### config.mk
export PLATFORM = sky130hd
export DESIGN_NAME = flash_boot_copier_flat
export DESIGN_NICKNAME = d
export VERILOG_FILES = /design/src/rtl/flash_boot_copier_if.sv /design/src/rtl/flash_boot_copier.sv /design/src/flat_wrapper.sv
export SDC_FILE = /design/constraint.sdc
export NUM_CORES = 1
export LEC_CHECK = 0
export BUFFER_PORTS_ARGS = -buffer_cell sky130_fd_sc_hd__buf_2
export CORE_UTILIZATION = 50
export CTS_CLUSTER_DIAMETER = 60
export DETAILED_ROUTE_END_ITERATION = 10
export GPL_ROUTABILITY_DRIVEN = 0
export PLACE_DENSITY = 0.87
export RECOVER_POWER = 50
export SLEW_MARGIN = 20
export SYNTH_ARGS = -nofsm -noshare
export SYNTH_HDL_FRONTEND = slang
export SYNTH_SLANG_ARGS = --single-unit
### constraint.sdc
create_clock -name axi_clk -period 3.8 [get_ports axi_clk]
set_clock_uncertainty 0.05 [all_clocks]
set_input_delay 1.14 -clock axi_clk [delete_from_list [all_inputs] [get_ports axi_clk]]
set_output_delay 1.14 -clock axi_clk [all_outputs]
set_load 0.02 [all_outputs]
### src/rtl/flash_boot_copier_if.sv
// AXI4 read-address / read-data channel bundle between the boot copier
// (master) and the quad-SPI XIP slave.
//   AR: arid, araddr, arlen, arsize, arburst, arlock, arcache, arprot,
//       arvalid (master -> slave), arready (slave -> master)
//   R : rid, rdata, rresp, rlast, rvalid (slave -> master), rready (master -> slave)
interface flash_boot_copier_if #(
  parameter int ADDR_WIDTH = 32,
  parameter int DATA_WIDTH = 32,
  parameter int ID_WIDTH   = 1
);
  logic [ID_WIDTH-1:0]   arid;
  logic [ADDR_WIDTH-1:0] araddr;
  logic [7:0]            arlen;
  logic [2:0]            arsize;
  logic [1:0]            arburst;
  logic                  arlock;
  logic [3:0]            arcache;
  logic [2:0]            arprot;
  logic                  arvalid;
  logic                  arready;
  logic [ID_WIDTH-1:0]   rid;
  logic [DATA_WIDTH-1:0] rdata;
  logic [1:0]            rresp;
  logic                  rlast;
  logic                  rvalid;
  logic                  rready;

  modport master (
    output arid, araddr, arlen, arsize, arburst, arlock, arcache, arprot, arvalid, rready,
    input  arready, rid, rdata, rresp, rlast, rvalid
  );
  modport slave (
    input  arid, araddr, arlen, arsize, arburst, arlock, arcache, arprot, arvalid, rready,
    output arready, rid, rdata, rresp, rlast, rvalid
  );
endinterface

### src/rtl/flash_boot_copier.sv
// Copies num_words words from the flash XIP window into local SRAM using
// INCR bursts, one AR outstanding at a time.
//   axi_clk, axi_aresetn        : clock, async active-low reset
//   start, src_addr, dst_addr,
//   num_words                   : copy request (sampled only in IDLE)
//   busy, done, error           : status (done is a 1-cycle pulse, error sticky)
//   m_axi                       : AXI4 read master (AR + R channels)
//   mem_wen, mem_waddr, mem_wdata : SRAM write port, one full word per beat
module flash_boot_copier #(
  parameter int ADDR_WIDTH     = 32,
  parameter int DATA_WIDTH     = 32,
  parameter int ID_WIDTH       = 1,
  parameter int MAX_BURST      = 16,
  parameter int LEN_WIDTH      = 16,
  parameter int MEM_ADDR_WIDTH = 14
) (
  input  logic                      axi_clk,
  input  logic                      axi_aresetn,
  input  logic                      start,
  input  logic [ADDR_WIDTH-1:0]     src_addr,
  input  logic [MEM_ADDR_WIDTH-1:0] dst_addr,
  input  logic [LEN_WIDTH-1:0]      num_words,
  output logic                      busy,
  output logic                      done,
  output logic                      error,
  flash_boot_copier_if.master       m_axi,
  output logic                      mem_wen,
  output logic [MEM_ADDR_WIDTH-1:0] mem_waddr,
  output logic [DATA_WIDTH-1:0]     mem_wdata
);
  localparam int BYTES = DATA_WIDTH / 8;
  localparam int BSH   = $clog2(BYTES);

  typedef enum logic [1:0] {IDLE, ADDR, DATA, FINISH} state_t;
  state_t state;

  logic [ADDR_WIDTH-1:0]     cur_addr;
  logic [MEM_ADDR_WIDTH-1:0] cur_dst;
  logic [LEN_WIDTH-1:0]      remaining;
  logic [8:0]                beats;
  logic [7:0]                beat_cnt;
  logic                      arvalid_q;
  logic [ADDR_WIDTH-1:0]     araddr_q;
  logic [7:0]                arlen_q;
  logic                      rready_q;

  assign m_axi.arid    = '0;
  assign m_axi.araddr  = araddr_q;
  assign m_axi.arlen   = arlen_q;
  assign m_axi.arsize  = 3'(BSH);
  assign m_axi.arburst = 2'b01;
  assign m_axi.arlock  = 1'b0;
  assign m_axi.arcache = 4'b0011;
  assign m_axi.arprot  = 3'b000;
  assign m_axi.arvalid = arvalid_q;
  assign m_axi.rready  = rready_q;

  // Burst size: never past the remaining count, MAX_BURST, or the next 4 KB page.
  logic [12:0] words_to_4k;
  logic [31:0] beats_w;
  assign words_to_4k = (13'h1000 - {1'b0, cur_addr[11:0]}) >> BSH;

  always_comb begin
    beats_w = 32'(MAX_BURST);
    if (32'(words_to_4k) < beats_w) beats_w = 32'(words_to_4k);
    if (32'(remaining) < beats_w)   beats_w = 32'(remaining);
  end

  logic beat, last_beat, beat_err, rlast_err;
  assign beat      = m_axi.rvalid & rready_q;
  assign last_beat = (beat_cnt == arlen_q);
  assign beat_err  = (m_axi.rresp != 2'b00);
  assign rlast_err = (m_axi.rlast != last_beat);

  always_ff @(posedge axi_clk or negedge axi_aresetn) begin
    if (!axi_aresetn) begin
      state     <= IDLE;
      cur_addr  <= '0;
      cur_dst   <= '0;
      remaining <= '0;
      beats     <= '0;
      beat_cnt  <= '0;
      arvalid_q <= 1'b0;
      araddr_q  <= '0;
      arlen_q   <= '0;
      rready_q  <= 1'b0;
      busy      <= 1'b0;
      done      <= 1'b0;
      error     <= 1'b0;
      mem_wen   <= 1'b0;
      mem_waddr <= '0;
      mem_wdata <= '0;
    end else begin
      done    <= 1'b0;
      mem_wen <= 1'b0;
      case (state)
        IDLE: if (start) begin
          cur_addr  <= src_addr & ~ADDR_WIDTH'(BYTES - 1);
          cur_dst   <= dst_addr;
          remaining <= num_words;
          error     <= 1'b0;
          busy      <= 1'b1;
          state     <= (num_words == '0) ? FINISH : ADDR;
        end
        // First ADDR cycle loads the payload; it then holds until arready.
        ADDR: if (!arvalid_q) begin
          arvalid_q <= 1'b1;
          araddr_q  <= cur_addr;
          arlen_q   <= 8'(beats_w - 32'd1);
          beats     <= 9'(beats_w);
        end else if (m_axi.arready) begin
          arvalid_q <= 1'b0;
          rready_q  <= 1'b1;
          beat_cnt  <= '0;
          state     <= DATA;
        end
        DATA: if (beat) begin
          // Once an error is seen the rest of the burst is drained, not written.
          if (!beat_err && !error) begin
            mem_wen   <= 1'b1;
            mem_waddr <= cur_dst;
            mem_wdata <= m_axi.rdata;
            cur_dst   <= cur_dst + MEM_ADDR_WIDTH'(1);
          end
          if (beat_err || rlast_err) error <= 1'b1;
          beat_cnt <= beat_cnt + 8'd1;
          if (last_beat) begin
            rready_q  <= 1'b0;
            cur_addr  <= cur_addr + (ADDR_WIDTH'(beats) << BSH);
            remaining <= remaining - LEN_WIDTH'(beats);
            state     <= (remaining == LEN_WIDTH'(beats) || error || beat_err || rlast_err)
                         ? FINISH : ADDR;
          end
        end
        FINISH: begin
          done  <= 1'b1;
          busy  <= 1'b0;
          state <= IDLE;
        end
        default: state <= IDLE;
      endcase
    end
  end
endmodule
### src/flat_wrapper.sv
// flat-port wrapper written by rule: the top's interface ports become plain ports
module flash_boot_copier_flat 
#(
  parameter int ADDR_WIDTH     = 32,
  parameter int DATA_WIDTH     = 32,
  parameter int ID_WIDTH       = 1,
  parameter int MAX_BURST      = 16,
  parameter int LEN_WIDTH      = 16,
  parameter int MEM_ADDR_WIDTH = 14
)
  (axi_clk, axi_aresetn, start, src_addr, dst_addr, num_words, busy, done, error, mem_wen, mem_waddr, mem_wdata, m_axi_arid, m_axi_araddr, m_axi_arlen, m_axi_arsize, m_axi_arburst, m_axi_arlock, m_axi_arcache, m_axi_arprot, m_axi_arvalid, m_axi_rready, m_axi_arready, m_axi_rid, m_axi_rdata, m_axi_rresp, m_axi_rlast, m_axi_rvalid);
  flash_boot_copier_if #(.ADDR_WIDTH(ADDR_WIDTH), .DATA_WIDTH(DATA_WIDTH), .ID_WIDTH(ID_WIDTH)) m_axi_i ();
  input  logic axi_clk;
  input  logic axi_aresetn;
  input  logic start;
  input  logic [ADDR_WIDTH-1:0] src_addr;
  input  logic [MEM_ADDR_WIDTH-1:0] dst_addr;
  input  logic [LEN_WIDTH-1:0] num_words;
  output logic busy;
  output logic done;
  output logic error;
  output logic mem_wen;
  output logic [MEM_ADDR_WIDTH-1:0] mem_waddr;
  output logic [DATA_WIDTH-1:0] mem_wdata;
  output wire logic [$bits(m_axi_i.arid)-1:0] m_axi_arid;
  output wire logic [$bits(m_axi_i.araddr)-1:0] m_axi_araddr;
  output wire logic [$bits(m_axi_i.arlen)-1:0] m_axi_arlen;
  output wire logic [$bits(m_axi_i.arsize)-1:0] m_axi_arsize;
  output wire logic [$bits(m_axi_i.arburst)-1:0] m_axi_arburst;
  output wire logic [$bits(m_axi_i.arlock)-1:0] m_axi_arlock;
  output wire logic [$bits(m_axi_i.arcache)-1:0] m_axi_arcache;
  output wire logic [$bits(m_axi_i.arprot)-1:0] m_axi_arprot;
  output wire logic [$bits(m_axi_i.arvalid)-1:0] m_axi_arvalid;
  output wire logic [$bits(m_axi_i.rready)-1:0] m_axi_rready;
  input wire logic [$bits(m_axi_i.arready)-1:0] m_axi_arready;
  input wire logic [$bits(m_axi_i.rid)-1:0] m_axi_rid;
  input wire logic [$bits(m_axi_i.rdata)-1:0] m_axi_rdata;
  input wire logic [$bits(m_axi_i.rresp)-1:0] m_axi_rresp;
  input wire logic [$bits(m_axi_i.rlast)-1:0] m_axi_rlast;
  input wire logic [$bits(m_axi_i.rvalid)-1:0] m_axi_rvalid;
  assign m_axi_arid = m_axi_i.arid;
  assign m_axi_araddr = m_axi_i.araddr;
  assign m_axi_arlen = m_axi_i.arlen;
  assign m_axi_arsize = m_axi_i.arsize;
  assign m_axi_arburst = m_axi_i.arburst;
  assign m_axi_arlock = m_axi_i.arlock;
  assign m_axi_arcache = m_axi_i.arcache;
  assign m_axi_arprot = m_axi_i.arprot;
  assign m_axi_arvalid = m_axi_i.arvalid;
  assign m_axi_rready = m_axi_i.rready;
  assign m_axi_i.arready = m_axi_arready;
  assign m_axi_i.rid = m_axi_rid;
  assign m_axi_i.rdata = m_axi_rdata;
  assign m_axi_i.rresp = m_axi_rresp;
  assign m_axi_i.rlast = m_axi_rlast;
  assign m_axi_i.rvalid = m_axi_rvalid;
  flash_boot_copier #(.ADDR_WIDTH(ADDR_WIDTH), .DATA_WIDTH(DATA_WIDTH), .ID_WIDTH(ID_WIDTH), .MAX_BURST(MAX_BURST), .LEN_WIDTH(LEN_WIDTH), .MEM_ADDR_WIDTH(MEM_ADDR_WIDTH)) u_core (.axi_clk(axi_clk), .axi_aresetn(axi_aresetn), .start(start), .src_addr(src_addr), .dst_addr(dst_addr), .num_words(num_words), .busy(busy), .done(done), .error(error), .m_axi(m_axi_i), .mem_wen(mem_wen), .mem_waddr(mem_waddr), .mem_wdata(mem_wdata));
endmodule
# Word-level counts from Yosys, hierarchy flattened
# Cells that the tools add are included.
# word_totals
regBits	173
in_bits	103
# op_classes
reduce_logical	22
eq_ne	13
addsub	6
n_lt_le_gt_ge	2
muxes	43
bitwise	2
# ops
cell	count
$mux W32	3
$pmux W32 S2	1
$mux W16	3
$mux W14	3
$add A32 B11 Y32	1
$pmux W16 S2	1
$pmux W14 S2	1
$mux W8	3
$eq A16 B9 Y1	1
$logic_not A16 Y1	1
$lt A16 B11 Y1	1
$pmux W8 S2	1
$reduce_and A4 Y1	4
$sub A16 B9 Y16	1
$add A14 B1 Y14 const B	1
$mux W1	14
$mux W2	7
$sub A13 B12 Y13 const A	1
$lt A11 B5 Y1 const B	1
$mux W11	1
$ne A2 B1 Y1 const B	5
$reduce_and A5 Y1	2
$mux W9	1
$add A8 B1 Y8 const B	1
17 further kinds	29

# Longest topological paths before layout
# logic_depth
ltp_word	8
ltp_mapped	19

# Worst setup path after synthesis
# Ideal clock, no wire load.
# synth_timing
path_type	register -> register
startpoint	register u_core.cur_addr[3]
endpoint	register u_core.arlen_q[6] (netlist: u_core.m_axi.arlen[6])
arrival_time_ps	3729
synth_period_minus_slack_ps	3853
path_slack_ps	-53
setup_time_ps	74
stages_incl_launch_ff	20
cell_sequence	dfrtp_1 > inv_1 > ha_1 > nand2b_1 > or4_4 > a21oi_4 > nand2_1 > ha_1 > nand2_1 > nand4_1 > a211oi_1 > o211ai_2 > buf_6 > mux2_4 > ha_1 > nand3_1 > nor3_1 > xnor2_1 > mux2_2 > o21ai_2
# synth_via
elab_chain_cells	6
# synth_rtl
element	line	source
start: declaration	flash_boot_copier.sv:37	logic [ADDR_WIDTH-1:0] cur_addr;
start signal: assignment	flash_boot_copier.sv:98	cur_addr <= src_addr & ~ADDR_WIDTH'(BYTES - 1);
start signal: assignment	flash_boot_copier.sv:129	cur_addr <= cur_addr + (ADDR_WIDTH'(beats) << BSH);
$sub A13 B12 Y13 *	flash_boot_copier.sv:61	assign words_to_4k = (13'h1000 - {1'b0, cur_addr[11:0]}) >> BSH;
$lt A11 B5 Y1	flash_boot_copier.sv:65	if (32'(words_to_4k) < beats_w) beats_w = 32'(words_to_4k);
$mux W11 *	flash_boot_copier.sv:65	
$lt A16 B11 Y1	flash_boot_copier.sv:66	if (32'(remaining) < beats_w) beats_w = 32'(remaining);
$mux W9 *	flash_boot_copier.sv:66	
$sub A8 B1 Y8 *	flash_boot_copier.sv:109	arlen_q <= 8'(beats_w - 32'd1);
end signal: assignment	flash_boot_copier.sv:109	
end: declaration	flash_boot_copier.sv:44	logic [7:0] arlen_q;
# Mark *: on every way between the ends. The rest lies on a longest branch, timed or not.
# A chain may end at the register's enable or synchronous reset.

# Final worst setup path
# Same ends and word-level chain as after synthesis.

==> metrics.md <==
| Metric | Value |
|---|---|
| Type of the worst setup path | reg2reg |
| Hold path cells | 2 |
| Worst setup SP type | flop |
| Standard-cell rows | 49 |
| Final Hold Violating Endpoints | 0 |
| IO Port Bufs | ~190 |
| CP max stage cell | or4_4 |
| Setup slack after layout | -0.00144 ns |
| CTS tree | yes |
| Min Tclk post-route | 3.80 ns |
| Final Power | about 9.9 mW |
| Cell type with the largest total area after synthesis | dfrtp_1 |
| Pwr Density | just under 900 mW/mm2 |
| Final instance area | approximately 0.011 mm2 |
| DRT antenna net count | 0 |
| Sw Ratio | between 40 and 50% |
| CTS root buf | clkbuf_16 |
| Drt wl/cell | 17.9 um |
| Inst Count DP | about 1400 |
| Hold_buf cts | 0 |
| Ys async rst share | 100% |
| Relative slew slack | -43.2% |
| NetSw | between 4 and 5 mW |
| Worst hold start | u_core.m_axi.araddr[28]$_DFFE_PN0P_ |
| Layout Nets | ~1300 |
| Ranking of synthesized cells by area | dfrtp_1 46%, nand2_1 6.9%, mux2_2 6.2%, ha_1 4.3%, a21oi_1 3.6% |
| Total negative setup slack | -0.00144 ns |
| Internal | 5.49 mW |
| Critical Path RT | just over 4 ns |
| 1st-iter DRT viols | 977 |
| Initial Util | between 50% and 60% |
| FF-to-FF setup slack | -0.001 ns |
| Clock sinks | 169 |
| Final HPWL DP | 18.2 mm |
| Sequential fraction of the synthesis area | around 46% |
| CP bufs+invs | 1 |
| Total track usage | between 20% and 30% |
| Class of the worst hold path | reg2reg |
| CP top delay family | simple AND/OR/NAND/NOR gates |
| Avg Cell Area, Syn | ~9.4 um2 |
| Core footprint | 0.0181 mm2 |
| Largest net degree at the start of global routing | 79 |
| Fmax achieved | around 0.26 GHz |
| Tightest Pin Transition | 2.13 ns |
| Cell depth of the worst flop-to-flop path | 18 |
| Die width | approximately 140 um |
| Seq pwr share | 34.3% |
| Run status | complete, but fails checks |
| Layout area overhead | 19.8% |
| Die height | 138 um |
| CP Max Fanout | 7 |
| Slew Viols, Final | approximately 110 |
| CTS Buf Count | 17 |
| CTS clock-pin slew for the worst setup and hold paths | around 0.07 ns |
| Combinational share of power | approximately 48% |
| DRT Wirelength | around 25 mm |
| Yosys cell types | between 70 and 80 |
| Vias/cell | 5.88 |
| Die Area | between 0.015 and 0.02 mm2 |
| Number of antenna violations at the first check in global routing | 0 |
| Final setup vio count | 1 |
| Worst skew pair latency | ~0.43 ns |
| Final non-filler cell total | approximately 1400 |
| Filler cells | about 1500 |
| Leak pwr | 5.23 nW |
| Max incr delay on CP | approximately 0.50 ns |
| IO Pins | between 200 and 250 |
| Reg-to-Reg Start | u_core.cur_addr[3]$_DFFE_PN0P_ |
| H-tree level count | 4 |
| #FFs+latches synth | 169 |
| Area after DPL | 0.0105 mm2 |
| Failing checks | DRC, capacitance limit, slew limit, setup timing |
| Layout cells sized above 1 | about a quarter |
| Via count | between 8000 and 9000 |
| Max IR drop VDD | approximately 0.66 mV |
| Hold WS | 0.425 ns |
| Worst Path Arrival | around 4 ns |
| Clock group share of total power | between 10% and 20% |
| Drt pass-1 iters | 8 |
| Crit-path cells | inv_1, ha_4, nand2b_4, or4_4, a21oi_4, nand2_2, ha_1, nor2_1, nand4_1, a211oi_2, o211ai_2, mux2_4, ha_4, nand3_2, nor3_2, xnor2_1, mux2_2, o21ai_2 |
| Post-synth EDFFs | 0 |
| Clk buf depth | 2 |
| Vias in the first global route | roughly 8200 |
| Worst Hold Path EP | u_core.m_axi.araddr[28]$_DFFE_PN0P_ |
| Critical path's most frequent cell | ha_4 |
| Crit end category | flop |
| FF-to-FF End | u_core.m_axi.arlen[6]$_DFFE_PN0P_ |
| Top-area cell type share of the netlist area | 45.5% |
| Pre-CTS setup slack | -0.103 ns |
| Synth warnings | 0 |
| Drc violations | 30 |
| Fin util | 61.6% |
| Max-Cap Viols | 2 |
| Tcrit/Tclk final | 100% |
| Main synth FF type | dfrtp_1 |
| Netlist Area Pre-Place | just over 0.009 mm2 |
| Cells after Synth | between 900 and 1000 |
| Total grt overflow | 0 |
| First-pass GRT wire length | 41.6 mm |
| # diodes | 0 |
## what timing repair did
item / 4_1_cts / 5_1_grt
resized for setup: 1 / 13
setup endpoints to repair: 2 / 3
pin swaps: 2 / 4
buffers inserted: 2 / 3
## how the worst max path moves through the flow
stage / from / to / slack (ns) / cells past startpoint
5_1_grt: u_core.cur_addr[3]$_DFFE_PN0P_ / u_core.m_axi.arlen[6]$_DFFE_PN0P_ / -0.08 / 18
6_report: u_core.cur_addr[3]$_DFFE_PN0P_ / u_core.m_axi.arlen[6]$_DFFE_PN0P_ / -0.001 / 18
4_1_cts: u_core.cur_addr[3]$_DFFE_PN0P_ / u_core.m_axi.arlen[6]$_DFFE_PN0P_ / 0.003 / 18
2_1_floorplan: u_core.cur_addr[3]$_DFFE_PN0P_ / u_core.m_axi.arlen[6]$_DFFE_PN0P_ / 0.009 / 19
3_3_place_gp: u_core.cur_addr[2]$_DFFE_PN0P_ / u_core.m_axi.arlen[6]$_DFFE_PN0P_ / 0.03 / 18
3_5_place_dp: u_core.cur_addr[2]$_DFFE_PN0P_ / u_core.m_axi.arlen[6]$_DFFE_PN0P_ / -0.10 / 18
## worst min-delay path, delay by kind of cell, from the launching register on
family,cells,cell delay (ns)
and+or+nand+nor,2,0.10
DFF,1,0.34
## power groups by stage
stage,sequential [mW],combinational [mW],clock (mW)
2_1_floorplan,3.75,2.82,0
4_1_cts,3.37,4.68,1.81
5_1_grt,3.51,5.21,1.88
3_5_place_dp,3.40,4.63,0
3_3_place_gp,3.34,4.48,0
6_report,3.41,4.74,1.78
## cell usage in the layout, fill, tap and decap left out, types with 8 or more instances in the layout
cell type	count
a211oi_1	10
a21oi_1	65
a2bb2oi_1	9
a31oi_1	16
and3_1	13
buf_2	162
buf_4	26
clkbuf_1	29
clkbuf_16	17
conb_1	22
dfrtp_1	169
ha_1	28
inv_1	24
mux2_2	51
nand2_1	167
nand3_1	21
nand4_1	16
nor2_1	57
nor2b_1	8
nor3_1	16
o21a_1	12
o21ai_0	52
o22a_1	8
o22ai_1	20
or3_1	10
xnor2_1	20
xor2_1	11
## area by class of cell
cell class                 instances  area [um2]  share of cell area, %
multi-input combinational        747        4780                   42.9
sequential                       169        4230                   38.0
tap                              229         287                   2.57
clock buffer                      18         439                   3.94
inverter                          25        93.8                  0.843
timing repair buffer             221        1150                   10.3
clock inverter                    14         160                   1.44
## Yosys cell counts (5+ instances only)
cell type,count
or3_1,10
o211ai_1,6
and3_1,13
nor3_1,17
mux2_2,51
a2bb2oi_1,9
o21ai_0,54
inv_1,25
a22oi_1,5
o22ai_1,20
nand2_1,170
nand4_1,16
xnor2_1,20
a21o_1,7
ha_1,32
and2_1,6
nand3_1,22
buf_4,16
a21oi_1,66
a211oi_1,11
xor2_1,11
o31ai_1,7
clkbuf_1,42
a31oi_1,16
nor2_1,58
nor4_1,7
o22a_1,8
nand2b_1,6
nor2b_1,9
dfrtp_1,169
o21a_1,12
## metal layers
metal  wire [um]  GRT usage (%)
met3        2010           6.69
met2       11900           44.2
met1       10800           35.2
met4         737           11.2
met5           0              0
## flip-flops by register name (all words and copies together) (netlist names)
signal                cells
u_core.mem_wen            1
u_core.beats              9
u_core.busy               1
u_core.beat_cnt           8
u_core.error              1
u_core.remaining         16
u_core.m_axi.rready       1
u_core.m_axi.arlen        8
u_core.mem_wdata         32
u_core.m_axi.arvalid      1
u_core.cur_addr          30
u_core.state              2
u_core.mem_waddr         14
u_core.cur_dst           14
u_core.m_axi.araddr      30
u_core.done               1
## cells by family (layout without fill, tap and decap cells)
| kind of cell | after synthesis | count (layout) | synth area share (%) |
|---|---|---|---|
| mux | 57 | 57 | 6.93 |
| simple gates | 348 | 348 | 17.1 |
| compound gates | 255 | 255 | 17.9 |
| flops | 169 | 169 | 45.5 |
| other cells | 2 | 22 | 0.0808 |
| xor+xnor | 31 | 31 | 2.92 |
| fa+ha+maj | 34 | 34 | 4.74 |
| buf+inv | 94 | 278 | 4.83 |
Power figures use the tool's default switching activity.
